===== config.mk =====
export PLATFORM = sky130hd
export DESIGN_NAME = fiber_cmd_tx_flat
export DESIGN_NICKNAME = d
export VERILOG_FILES = /design/src/rtl/fiber_cmd_tx_if.sv /design/src/rtl/fiber_cmd_tx.sv /design/src/flat_wrapper.sv
export SDC_FILE = /design/constraint.sdc
export NUM_CORES = 1
export LEC_CHECK = 0
export ABC_AREA = 1
export CAP_MARGIN = 20
export CORE_MARGIN = 2
export CORE_UTILIZATION = 55
export DETAILED_ROUTE_END_ITERATION = 12
export PLACE_DENSITY = 0.74
export SYNTH_ARGS = -nofsm -noshare
export SYNTH_HDL_FRONTEND = slang
export SYNTH_SLANG_ARGS = --single-unit

===== constraint.sdc =====
create_clock -name clk -period 4.2 [get_ports clk]
set_clock_uncertainty 0.15 [all_clocks]
set_input_delay 0.63 -clock clk [delete_from_list [all_inputs] [get_ports clk]]
set_output_delay 0.63 -clock clk [all_outputs]
set_load 0.03 [all_outputs]

===== src/rtl/fiber_cmd_tx_if.sv =====
// rtl/fiber_cmd_tx_if.sv - command/line bundle between a fiber command source and fiber_cmd_tx
//
// Purpose: groups the command inputs and the serial line outputs of fiber_cmd_tx.
// Signals:
//   tx_en         1  frames may be started
//   start_stop    1  unit run command
//   igbt_control  2  bridge switching command
//   bypcon        1  bypass-close command
//   reset_unit    1  fault-reset request (one-clk pulse is enough)
//   COMM_T        1  serial fiber line, idle high
//   busy          1  frame or trailing gap in progress
//   frame_sent    1  one-clk pulse at the end of each stop bit
// Modports: master drives commands and observes the line; slave is the transmitter.
interface fiber_cmd_tx_if;
  logic       tx_en;
  logic       start_stop;
  logic [1:0] igbt_control;
  logic       bypcon;
  logic       reset_unit;
  logic       COMM_T;
  logic       busy;
  logic       frame_sent;

  modport master (
    output tx_en, start_stop, igbt_control, bypcon, reset_unit,
    input  COMM_T, busy, frame_sent
  );

  modport slave (
    input  tx_en, start_stop, igbt_control, bypcon, reset_unit,
    output COMM_T, busy, frame_sent
  );
endinterface


===== src/rtl/fiber_cmd_tx.sv =====
// rtl/fiber_cmd_tx.sv - 11-bit serial command frame transmitter for the fiber link
//
// Purpose: sends frames start(0), payload[0..7] LSB first, even parity, stop(1),
// each bit BIT_CYC clks, followed by MIN_GAP idle bit periods. A frame is started on a
// command change, a pending fault-reset request, the first frame after reset, or when
// KEEPALIVE_US time_1us pulses have passed since the previous frame start.
// Payload: [0] start_stop, [2:1] igbt_control, [3] bypcon, [4] reset flag, [7:5] sequence.
// Ports:
//   clk       system clock, rising edge
//   rst_n     asynchronous active-low reset
//   time_1us  one-clk pulse every microsecond
//   bus       fiber_cmd_tx_if.slave: commands in, COMM_T/busy/frame_sent out
// MIN_GAP is expected to be at least 1.
module fiber_cmd_tx #(
  parameter int BIT_CYC      = 20,
  parameter int KEEPALIVE_US = 20,
  parameter int MIN_GAP      = 2
) (
  input  logic          clk,
  input  logic          rst_n,
  input  logic          time_1us,
  fiber_cmd_tx_if.slave bus
);
  localparam int FRAME_BITS = 11;
  localparam int GAP_CYC    = MIN_GAP * BIT_CYC;
  localparam int CNT_MAX    = (GAP_CYC > BIT_CYC) ? GAP_CYC : BIT_CYC;
  localparam int CW         = $clog2(CNT_MAX + 1);
  localparam int KW         = $clog2(KEEPALIVE_US + 1);

  localparam logic [CW-1:0] BIT_LAST = CW'(BIT_CYC - 1);
  localparam logic [CW-1:0] GAP_LAST = CW'(GAP_CYC - 1);
  localparam logic [KW-1:0] KA_MAX   = KW'(KEEPALIVE_US);
  localparam logic [3:0]    STOP_IDX = 4'(FRAME_BITS - 1);

  typedef enum logic [1:0] {IDLE, SEND, GAP} state_t;

  state_t        state;
  logic          tx_en_q;
  logic [3:0]    cmd_q;
  logic [3:0]    snap;
  logic          go_q;
  logic [KW-1:0] ka_cnt;
  logic [2:0]    seq;
  logic          first_flag;
  logic          pend_flag;
  logic          rst_flag;
  logic [9:0]    shreg;
  logic [3:0]    bit_idx;
  logic [CW-1:0] cyc;
  logic          comm_t;
  logic          busy_r;
  logic          frame_sent_r;

  logic [3:0]    cmd_in;
  logic          trigger;
  logic [7:0]    payload;
  logic [10:0]   frame;

  assign cmd_in  = {bus.bypcon, bus.igbt_control, bus.start_stop};
  assign trigger = tx_en_q && ((ka_cnt == KA_MAX) || (cmd_q != snap) ||
                               rst_flag || first_flag || pend_flag);
  assign payload = {seq, rst_flag, cmd_q};
  assign frame   = {1'b1, ^payload, payload, 1'b0};

  assign bus.COMM_T     = comm_t;
  assign bus.busy       = busy_r;
  assign bus.frame_sent = frame_sent_r;

  // Inputs are registered once and the start decision is registered again, so a
  // command change sampled on one edge drives the start bit two edges later.
  always_ff @(posedge clk or negedge rst_n) begin
    if (!rst_n) begin
      tx_en_q <= 1'b0;
      cmd_q   <= 4'd0;
      go_q    <= 1'b0;
    end else begin
      tx_en_q <= bus.tx_en;
      cmd_q   <= cmd_in;
      go_q    <= trigger;
    end
  end

  always_ff @(posedge clk or negedge rst_n) begin
    if (!rst_n) begin
      state        <= IDLE;
      snap         <= 4'd0;
      ka_cnt       <= '0;
      seq          <= 3'd0;
      first_flag   <= 1'b1;
      pend_flag    <= 1'b0;
      rst_flag     <= 1'b0;
      shreg        <= '1;
      bit_idx      <= 4'd0;
      cyc          <= '0;
      comm_t       <= 1'b1;
      busy_r       <= 1'b0;
      frame_sent_r <= 1'b0;
    end else begin
      frame_sent_r <= 1'b0;

      if (state == IDLE && !tx_en_q) begin
        ka_cnt <= '0;
      end else if (time_1us && ka_cnt != KA_MAX) begin
        ka_cnt <= ka_cnt + KW'(1);
      end

      if (state != IDLE && cmd_q != snap) begin
        pend_flag <= 1'b1;
      end

      case (state)
        IDLE: begin
          comm_t <= 1'b1;
          if (go_q) begin
            state      <= SEND;
            snap       <= cmd_q;
            shreg      <= frame[10:1];
            comm_t     <= frame[0];
            bit_idx    <= 4'd0;
            cyc        <= '0;
            busy_r     <= 1'b1;
            ka_cnt     <= '0;
            first_flag <= 1'b0;
            pend_flag  <= 1'b0;
            rst_flag   <= 1'b0;
          end
        end
        SEND: begin
          if (cyc == BIT_LAST) begin
            cyc <= '0;
            if (bit_idx == STOP_IDX) begin
              state        <= GAP;
              comm_t       <= 1'b1;
              frame_sent_r <= 1'b1;
              seq          <= seq + 3'd1;
            end else begin
              bit_idx <= bit_idx + 4'd1;
              comm_t  <= shreg[0];
              shreg   <= {1'b1, shreg[9:1]};
            end
          end else begin
            cyc <= cyc + CW'(1);
          end
        end
        GAP: begin
          comm_t <= 1'b1;
          if (cyc == GAP_LAST) begin
            state  <= IDLE;
            busy_r <= 1'b0;
            cyc    <= '0;
          end else begin
            cyc <= cyc + CW'(1);
          end
        end
        default: begin
          state  <= IDLE;
          comm_t <= 1'b1;
          busy_r <= 1'b0;
        end
      endcase

      // Set after the start-of-frame clear so a request landing on that edge
      // is carried by the following frame instead of being dropped.
      if (bus.reset_unit) begin
        rst_flag <= 1'b1;
      end
    end
  end
endmodule

===== src/flat_wrapper.sv =====
// flat-port wrapper written by rule: the top's interface ports become plain ports
module fiber_cmd_tx_flat 
#(
  parameter int BIT_CYC      = 20,
  parameter int KEEPALIVE_US = 20,
  parameter int MIN_GAP      = 2
)
  (clk, rst_n, time_1us, bus_tx_en, bus_start_stop, bus_igbt_control, bus_bypcon, bus_reset_unit, bus_COMM_T, bus_busy, bus_frame_sent);
  fiber_cmd_tx_if bus_i ();
  input  logic clk;
  input  logic rst_n;
  input  logic time_1us;
  input wire logic [$bits(bus_i.tx_en)-1:0] bus_tx_en;
  input wire logic [$bits(bus_i.start_stop)-1:0] bus_start_stop;
  input wire logic [$bits(bus_i.igbt_control)-1:0] bus_igbt_control;
  input wire logic [$bits(bus_i.bypcon)-1:0] bus_bypcon;
  input wire logic [$bits(bus_i.reset_unit)-1:0] bus_reset_unit;
  output wire logic [$bits(bus_i.COMM_T)-1:0] bus_COMM_T;
  output wire logic [$bits(bus_i.busy)-1:0] bus_busy;
  output wire logic [$bits(bus_i.frame_sent)-1:0] bus_frame_sent;
  assign bus_i.tx_en = bus_tx_en;
  assign bus_i.start_stop = bus_start_stop;
  assign bus_i.igbt_control = bus_igbt_control;
  assign bus_i.bypcon = bus_bypcon;
  assign bus_i.reset_unit = bus_reset_unit;
  assign bus_COMM_T = bus_i.COMM_T;
  assign bus_busy = bus_i.busy;
  assign bus_frame_sent = bus_i.frame_sent;
  fiber_cmd_tx #(.BIT_CYC(BIT_CYC), .KEEPALIVE_US(KEEPALIVE_US), .MIN_GAP(MIN_GAP)) u_core (.clk(clk), .rst_n(rst_n), .time_1us(time_1us), .bus(bus_i));
endmodule

After elaboration in Yosys (flattened, before gate mapping):

Index checks and enable logic that the tools add are counted.

* input bits: 9
* logic and storage cells: 94
* register bits after elaboration: 46
* output and inout port bits: 3

* reductions and logical operators: 23
* eq/ne operators: 13
* $add $sub $neg: 4
* bitwise operators: 1
* multiplexer cells: 37

Operators by type and width (number)
* two-way mux 10 bit: 3
* two-way mux 5 bit: 4
* one-hot mux 10 bit (2 select lines): 1
* two-way mux 6 bit: 3
* one-hot mux 6 bit (3 select lines): 1
* two-way mux 1 bit: 14
* two-way mux 4 bit: 3
* two-way mux 2 bit: 4
* inequality test 2 x 1 -> 1 bit (second input constant): 4
* one-hot mux 4 bit (2 select lines): 1
* AND reduction 4 bit: 2
* nonzero test 2 bit: 4
* parity 8 bit: 1
* adder 6 x 1 -> 6 bit (second input constant): 1
* equality test 6 x 5 -> 1 bit (second input constant): 1
* equality test 6 bit (second input constant): 1
* one-hot mux 2 bit (3 select lines): 1
* AND reduction 2 bit: 3
* AND reduction 3 bit: 2
* adder 5 x 1 -> 5 bit (second input constant): 1
* equality test 5 bit (second input constant): 1
* inequality test 5 bit (second input constant): 1
* adder 4 x 1 -> 4 bit (second input constant): 1
* equality test 4 bit (second input constant): 1
* other kinds (13): 19

Depth between registers and ports, before layout:

Gate-level depths: netlist of the first run.

* depth after elaboration: 6
* depth in mapped cells: 10
* mapped depth without buffers: 10

Least setup slack after synthesis of the first run:

Ideal clock, no wire load.

* path kind: register to register
* from: register u_core.state[1]
* to: register u_core.bit_idx[3]
* path slack: 2.644 ns
* cell stages (with the launch flop): 11
* data required time: 3.928 ns
* library setup time: 0.122 ns
* buffers on the path: 1
* period minus slack after synthesis: 1.556 ns
* arrival: 1.285 ns
* cells stage by stage: dfrtp_1 -> inv_1 -> ha_1 -> inv_2 -> o21ai_1 -> nand2_1 -> inv_2 -> nand2_4 -> buf_6 -> nand2_1 -> o21ai_1

* cells in the longest elaborated chain, start to end: 3
* elaborated cells between the ends (all ways): 8
* those cells by class: eq/ne (4); mux (1); reduce/logical (3)

Ends and longest elaborated chain
* from (decl): line fiber_cmd_tx.sv:37 `state_t state;`
* from (signal assigned): line fiber_cmd_tx.sv:85 `state <= IDLE;`
* from (signal assigned): line fiber_cmd_tx.sv:115 `state <= SEND;`
* from (signal assigned): line fiber_cmd_tx.sv:132 `state <= GAP;`
* equality test 2 x 1 -> 1 bit / logical NOT 2 bit (equally long branches): line fiber_cmd_tx.sv:111 `case (state)`
* inequality test 2 bit (no line) (tied with other cells)
* AND reduction 4 bit (no line)
* to (signal assigned): line fiber_cmd_tx.sv:137 `bit_idx <= bit_idx + 4'd1;`
* to (decl): line fiber_cmd_tx.sv:48 `logic [3:0] bit_idx;`

Parallel ways exist; a longest one is shown, timed or not.
A chain may end at the register's enable or synchronous reset.

Worst setup path in the final report of the first run:

* from: register u_core.comm_t (netlist: u_core.bus.COMM_T)
* to: output bus_COMM_T

RTL lines
* from (decl): line fiber_cmd_tx.sv:50 `logic comm_t;`
* from (signal assigned): line fiber_cmd_tx.sv:118 `comm_t <= frame[0];`
* from (signal assigned): line fiber_cmd_tx.sv:138 `comm_t <= shreg[0];`
* to (decl): line flat_wrapper.sv:18 `output wire logic [$bits(bus_i.COMM_T)-1:0] bus_COMM_T;`

No word-level cell between the ends.

==> reports/metrics.yaml, run 1 <==
wl_per_cell_um: 11.7
endpoint_kind: "output port"
wl_met1_um: 1990
clock_power_share_pct: 19.6
clockBufferDepth: 2
synth_top_family_by_area: "simple AND/OR/NAND/NOR gates"
reg2reg_from: "u_core.state[1]"
via_count: 1747
cts_buffers: 5
power_density_mw_per_mm2: 565
wl_met3_um: 126
synthTopCellsByCount: "82 x nand2_1, 34 x dfrtp_1, 33 x inv_1, 20 x o21ai_0, 19 x nor2_1"
synth-edff-count: 0
cts_tree: "done"
reg2reg_slack_ns: 2.13
r2r_cells: 9
syn_to_final_growth_pct: 11.1
hp-class: "input port to async pin"
synth_area_leaders: "dfrtp_1 36%, nand2_1 13%, dfstp_2 12%"
finalInstanceArea_mm2: 0.00263
synth-xor-area-share_pct: 4.81
finalSetupTns_ns: 0
synth_mux_area_share_pct: 0.423
path_cells: "clkdlybuf4s50_1"
vias_per_cell: 5.01
cp-start-kind: "register"
multi_input_area_mm2: 0.00105
ys.flop_type: "dfrtp_1"
setup_violations: 0
ios: 12
drive_gt1_share_pct: 14.4
n_antenna_cell: 0
nFillCells: 363
synth_compound_area_share_pct: 10.4
pwr-share-comb_pct: 36.4
grt_overflow: 0
path_clk_slew_ns: 0.08
post_cts_buffers: 0
seq_power_share_pct: 44.0
ir_drop_mv: 0.250
yosys_warnings: 0
routabilityCongestion: 0.853
grt_pass1_wl_um: 7360
clock.fmax_mhz: 441
synthCells: 284
leakage_nw: 1.29
antenna_found_initial: 0
cp.arrival_ns: 1.49
synthAdderAreaFrac_pct: 5.29
die_width_um: 69.6
grt_setup_unrepaired: "no"
root_buffer: "clkbuf_8"
crit_type: "register to output port"
register_area_mm2: 0.00114
cp_slowest_stage_delay_ns: 0.66
worst_slew_pin_slew_ns: 0.469
dp_hpwl_um: 2990
min_period_ns: 2.27
status: "completed"
grt_pass1_vias: 1637
nets: 317
start_util_pct: 58.3
first_pass_iters: 5
synth-seq-cells: 45
clk_latency_ns: 0.30
place_area_mm2: 0.00250
die_area_mm2: 0.00484
drv_cap: 0
worstPathRequired_ns: 3.42
highest_layer: "met4"
worst-path-max-fanout: 2
ant_nets: 0
drv_slew: 0
rows: 23
core_area_mm2: 0.00406
cpMaxStageDelayCell: "clkdlybuf4s50_1"
post_cts_resized: 0
wl_met2_um: 1900
clock_sinks: 45
switching_share_pct: 38.1
synth_seq_area_share_pct: 48.2
p_sw_w: 0.000566
ctsHoldBuffers: 0
path_buf_inv: 1
die_h_um: 69.6
drc: 0
netlist_area_mm2: 0.00236
postSynthAreaPerCell_um2: 8.33
total_power_w: 0.00148
slew_headroom_pct: 68.7
hold_viol_final: 0
r2r_end: "u_core.bit_idx[2]"
port-buffer-count: 11
yosys.area.top_type: "dfrtp_1"
drt_iter0_markers: 84
synth_most_common_cell: "nand2_1"
netlist-cell-type-count: 27
wl_um: 4070
synthArstFlopShare_pct: 100
grt_max_degree: 46
min_period_over_period_pct: 54.0
h-tree-depth: 2
synth_top_area_share_pct: 36.0
p_int_w: 0.000919
grt.total_usage_pct: 18.8
path_delay_family: "buffers and inverters"
yosys.area_share.simple_pct: 23.3
syn-num-nets: 303
==> metrics by stage <==
| stage | util, % | std cells | hold WS (ns) | setup WS [ns] |
|---|---|---|---|---|
| floorplan | - | 284 | 0.184 | 2.64 |
| global placement | 61.5 | 340 | 0.296 | 2.19 |
| finish | 64.7 | 349 | 0.126 | 1.93 |
| detailed placement | 61.5 | 340 | 0.302 | 2.15 |
| CTS | 64.0 | 348 | 0.313 | 1.92 |
| global route | 64.7 | 349 | 0.174 | 1.88 |
==> registers in the layout (all words and copies together), names as in the netlist, 2 cells and up <==
register        cells
u_core.ka_cnt       5
u_core.bit_idx      4
u_core.cyc          6
u_core.seq          3
u_core.state        2
u_core.snap         4
u_core.cmd_q        4
u_core.shreg        9
==> placed cells by master (no fill, tap or decap), drive strengths merged <==
cell | netlist | routed
o21bai | 1 | 1
inv | 38 | 38
dfstp | 11 | 11
clkdlybuf4s50 | 0 | 10
nand4 | 5 | 5
nand3 | 15 | 15
xnor2 | 7 | 7
xor2 | 6 | 6
buf | 3 | 2
or2 | 2 | 2
clkbuf | 2 | 7
clkinv | 0 | 1
dfrtp | 34 | 34
a21oi | 7 | 7
nor3 | 1 | 1
nand3b | 1 | 1
o21ai | 34 | 34
ha | 10 | 10
nand2 | 85 | 85
mux2i | 1 | 1
nor2 | 21 | 21
==> layer usage <==
| layer | track usage, % | vias up |
|---|---|---|
| met4 | 6.54 | 0 |
| met3 | 3.49 | 7 |
| met5 | 0 | - |
| met1 | 25.9 | 799 |
| li1 | - | 919 |
| met2 | 29.8 | 22 |
==> power groups by stage <==
stage | Sequential, W | Clock (W) | Combinational, W
floorplan | 0.000659 | 0 | 0.000431
global placement | 0.000658 | 0 | 0.000522
detailed placement | 0.000661 | 0 | 0.000538
CTS | 0.000653 | 0.000300 | 0.000542
global route | 0.000669 | 0.000313 | 0.000624
finish | 0.000653 | 0.000291 | 0.000541
==> worst max path at each step <==
stage                 startpoint                 to  slack (ns)  depth (start not counted)
2_1_floorplan    u_core.state[1]  u_core.bit_idx[3]        2.64                         10
3_3_place_gp     u_core.state[1]  u_core.bit_idx[2]        2.19                          9
3_5_place_dp     u_core.state[1]  u_core.bit_idx[2]        2.15                          9
4_1_cts        u_core.bus.COMM_T         bus_COMM_T        1.92                          1
5_1_grt          u_core.state[1]  u_core.bit_idx[0]        1.88                          9
6_report       u_core.bus.COMM_T         bus_COMM_T        1.93                          1
==> cells by family (layout without fill, tap and decap cells) <==
group	count (synthesis)	count (layout)
AND/OR/NAND/NOR	130	130
AO/OA/AOI/OAI	42	42
multiplexers	1	1
flip-flops	45	45
XOR/XNOR	13	13
adder cells (fa/ha/maj)	10	10
buffers and inverters	43	58
==> final cells by class <==
class | instances | share of cell area (%)
Sequential cell | 45 | 43.4
Multi-Input combinational cell | 196 | 39.9
Inverter | 38 | 5.43
Timing Repair Buffer | 12 | 5.05
Clock buffer | 7 | 3.67
Tap cell | 50 | 2.38
Clock inverter | 1 | 0.191
Note: power is estimated with default switching activity, not from simulation.
==> inputs of run 2 (changes only) <==
--- a/config.mk
+++ b/config.mk
@@ -8,7 +8,7 @@
 export ABC_AREA = 1
 export CAP_MARGIN = 20
 export CORE_MARGIN = 2
-export CORE_UTILIZATION = 55
+export CORE_UTILIZATION = 53
 export DETAILED_ROUTE_END_ITERATION = 12
 export PLACE_DENSITY = 0.74
 export SYNTH_ARGS = -nofsm -noshare
==> constraint.sdc (replaced) <==
create_clock -name clk -period 1.9 [get_ports clk]
set_clock_uncertainty 0.15 [all_clocks]
set_input_delay 0.285 -clock clk [delete_from_list [all_inputs] [get_ports clk]]
set_output_delay 0.285 -clock clk [all_outputs]
set_load 0.03 [all_outputs]
==> reports/metrics.yaml, run 2 (same netlist as run 1, synthesis figures left out) <==
cp_slowest_stage_delay_ns: 0.67  # about the same
final_cell_mix: "82 x nand2_1, 34 x dfrtp_1, 33 x inv_1"
ant_nets: 0  # unchanged
hp-class: "input port to register"
cp.arrival_ns: 1.33  # -0.16 ns
clock_power_share_pct: 21.9  # +2.3 points
p_int_w: 0.00217  # +140%
crit_type: "register to output port"
finalSetupTns_ns: 0  # unchanged
dp_hpwl_um: 2910  # -2.7%
reg2reg_from: "u_core.state[1]"
die_area_mm2: 0.00501  # +3.6%
grt_pass1_vias: 1621  # -0.98%
h-tree-depth: 2  # unchanged
port-buffer-count: 11  # unchanged
place_area_mm2: 0.00254  # +1.6%
clock.fmax_mhz: 567
grt_max_degree: 46  # unchanged
global_route.peak_usage_layer: "met2"
wl_per_cell_um: 11.6  # -0.26%
r2r_end: "u_core.cyc[4]"
via_count: 1748  # +0.057%
die_width_um: 70.8  # +1.8%
gr-usage-met2_pct: 28.2  # -1.6 points
pwr-share-comb_pct: 36.4  # about the same
drv_cap: 0  # unchanged
endpoint_kind: "output port"
path_delay_family: "buffers and inverters"
reg.largest.list: "u_core.shreg (9), u_core.cyc (6), u_core.ka_cnt (5)"
switching_share_pct: 37.0  # -1.1 points
clock_sinks: 45  # unchanged
grt_pass1_wl_um: 7280  # -1.1%
finalInstanceArea_mm2: 0.00268  # +1.9%
status: "completed"
slew_headroom_pct: 62.8  # -5.9 points
cpMaxStageDelayCell: "clkdlybuf4s50_1"
wl_um: 4140  # +1.7%
post_cts_buffers: 0  # unchanged
clk_latency_ns: 0.30  # about the same
drive_gt1_share_pct: 15.5  # +1.1 points
rows: 24  # +4.3%
nets: 322  # +1.6%
clockBufferDepth: 2  # unchanged
grt_setup_unrepaired: "no"
crit_start: "u_core.bus.busy"
grt.total_usage_pct: 18.3  # -0.47 points
setup_violations: 0  # unchanged
min_period_over_period_pct: 92.8
p_sw_w: 0.00128  # +130%
hp-start: "bus_igbt_control[0]"
power_density_mw_per_mm2: 1290  # +130%
largest_register: "u_core.shreg"
path_cells: "clkdlybuf4s50_1"
n_antenna_cell: 0  # unchanged
worst-path-max-fanout: 2  # unchanged
grt_overflow: 0  # unchanged
cts_buffers: 5  # unchanged
met3_usage_pct: 4.27  # +0.79 points
first_pass_iters: 4  # -1
path_depth: 1  # unchanged
seq_power_share_pct: 41.7  # -2.3 points
path_buf_inv: 1  # unchanged
cp-start-kind: "register"
cts_tree: "done"
min_period_ns: 1.76
drv_slew: 0  # unchanged
die_h_um: 70.8  # +1.8%
start_util_pct: 54.7  # -3.6 points
met1_usage_pct: 25.9  # +0.035 points
nFillCells: 358  # -1.4%
worstPathRequired_ns: 1.46  # -1.96 ns
leakage_nw: 1.31  # +1.3%
antenna_found_initial: 0  # unchanged
path_clk_slew_ns: 0.09  # about the same
worst_slew_pin_slew_ns: 0.558  # +0.0892 ns
cp-endpoint: "bus_busy"
routabilityCongestion: 0.808  # -5.3%
syn_to_final_growth_pct: 13.1
hold_viol_final: 0  # unchanged
root_buffer: "clkbuf_8"
core_area_mm2: 0.00432  # +6.6%
ios: 12  # unchanged
final_common_cell: "nand2_1"
drc: 0  # unchanged
drt_iter0_markers: 147  # +75%
r2r_cells: 7  # -2
vias_per_cell: 4.91  # -1.9%
largest_reg_flops: 9  # unchanged
ir_drop_mv: 0.623  # +150%
reg2reg_slack_ns: 0.18  # -1.95 ns
[run 2: worst min-delay path by stage]
| stage | cells after the start | slack, ns | to |
|---|---|---|---|
| 6_report | 1 | 0.27 | u_core.cmd_q[1] |
| 5_1_grt | 1 | 0.25 | u_core.cmd_q[0] |
| 4_1_cts | 1 | 0.26 | u_core.tx_en_q |
| 3_5_place_dp | 2 | 0.25 | u_core.bit_idx[2] |
| 3_3_place_gp | 2 | 0.25 | u_core.bit_idx[2] |
| 2_1_floorplan | 0 | -0.16 | u_core.bit_idx[0] |
[run 2: cell type report]
cell class	count	area, um2	area share [%]
Tap cell	52	65.1	2.43
Multi-Input combinational cell	196	1060	39.5
Timing Repair Buffer	17	151	5.66
Sequential cell	45	1140	42.6
Inverter	38	143	5.33
Clock buffer	6	82.6	3.09
Clock inverter	2	37.5	1.40
[run 2: routing by layer]
metal	part of all wire, %	vias up
met1	49	791
met2	46	22
met5	0	-
li1	-	928
met3	3.3	7
met4	1.3	0
[run 2: power by group through the flow]
| stage | sequential, W | combinational, W | clock (W) |
|---|---|---|---|
| floorplan | 0.00146 | 0.000953 | 0 |
| global placement | 0.00145 | 0.00121 | 0 |
| detailed placement | 0.00146 | 0.00124 | 0 |
| CTS | 0.00144 | 0.00125 | 0.000773 |
| global route | 0.00148 | 0.00143 | 0.000810 |
| finish | 0.00144 | 0.00126 | 0.000757 |
[run 2: metrics by stage]
stage                     hold slack (ns)  utilization (%)  worst slack (ns)  instances  power (W)
final                               0.266             61.9             0.137        356    0.00345
after floorplan                    -0.161                -             0.344        284    0.00241
after global placement              0.248             58.7             0.224        347    0.00266
after CTS                           0.259             61.7             0.119        356    0.00346
after detailed placement            0.246             58.7             0.184        347    0.00270
after global routing                0.249             61.9            0.0162        356    0.00372
[run 2: timing repair]
| action | in CTS | in global routing |
|---|---|---|
| resized for setup | 1 | 3 |
| endpoints found under the hold margin | 34 | 0 |
| setup endpoints to repair | 1 | 6 |
| hold buffers | 1 | 0 |
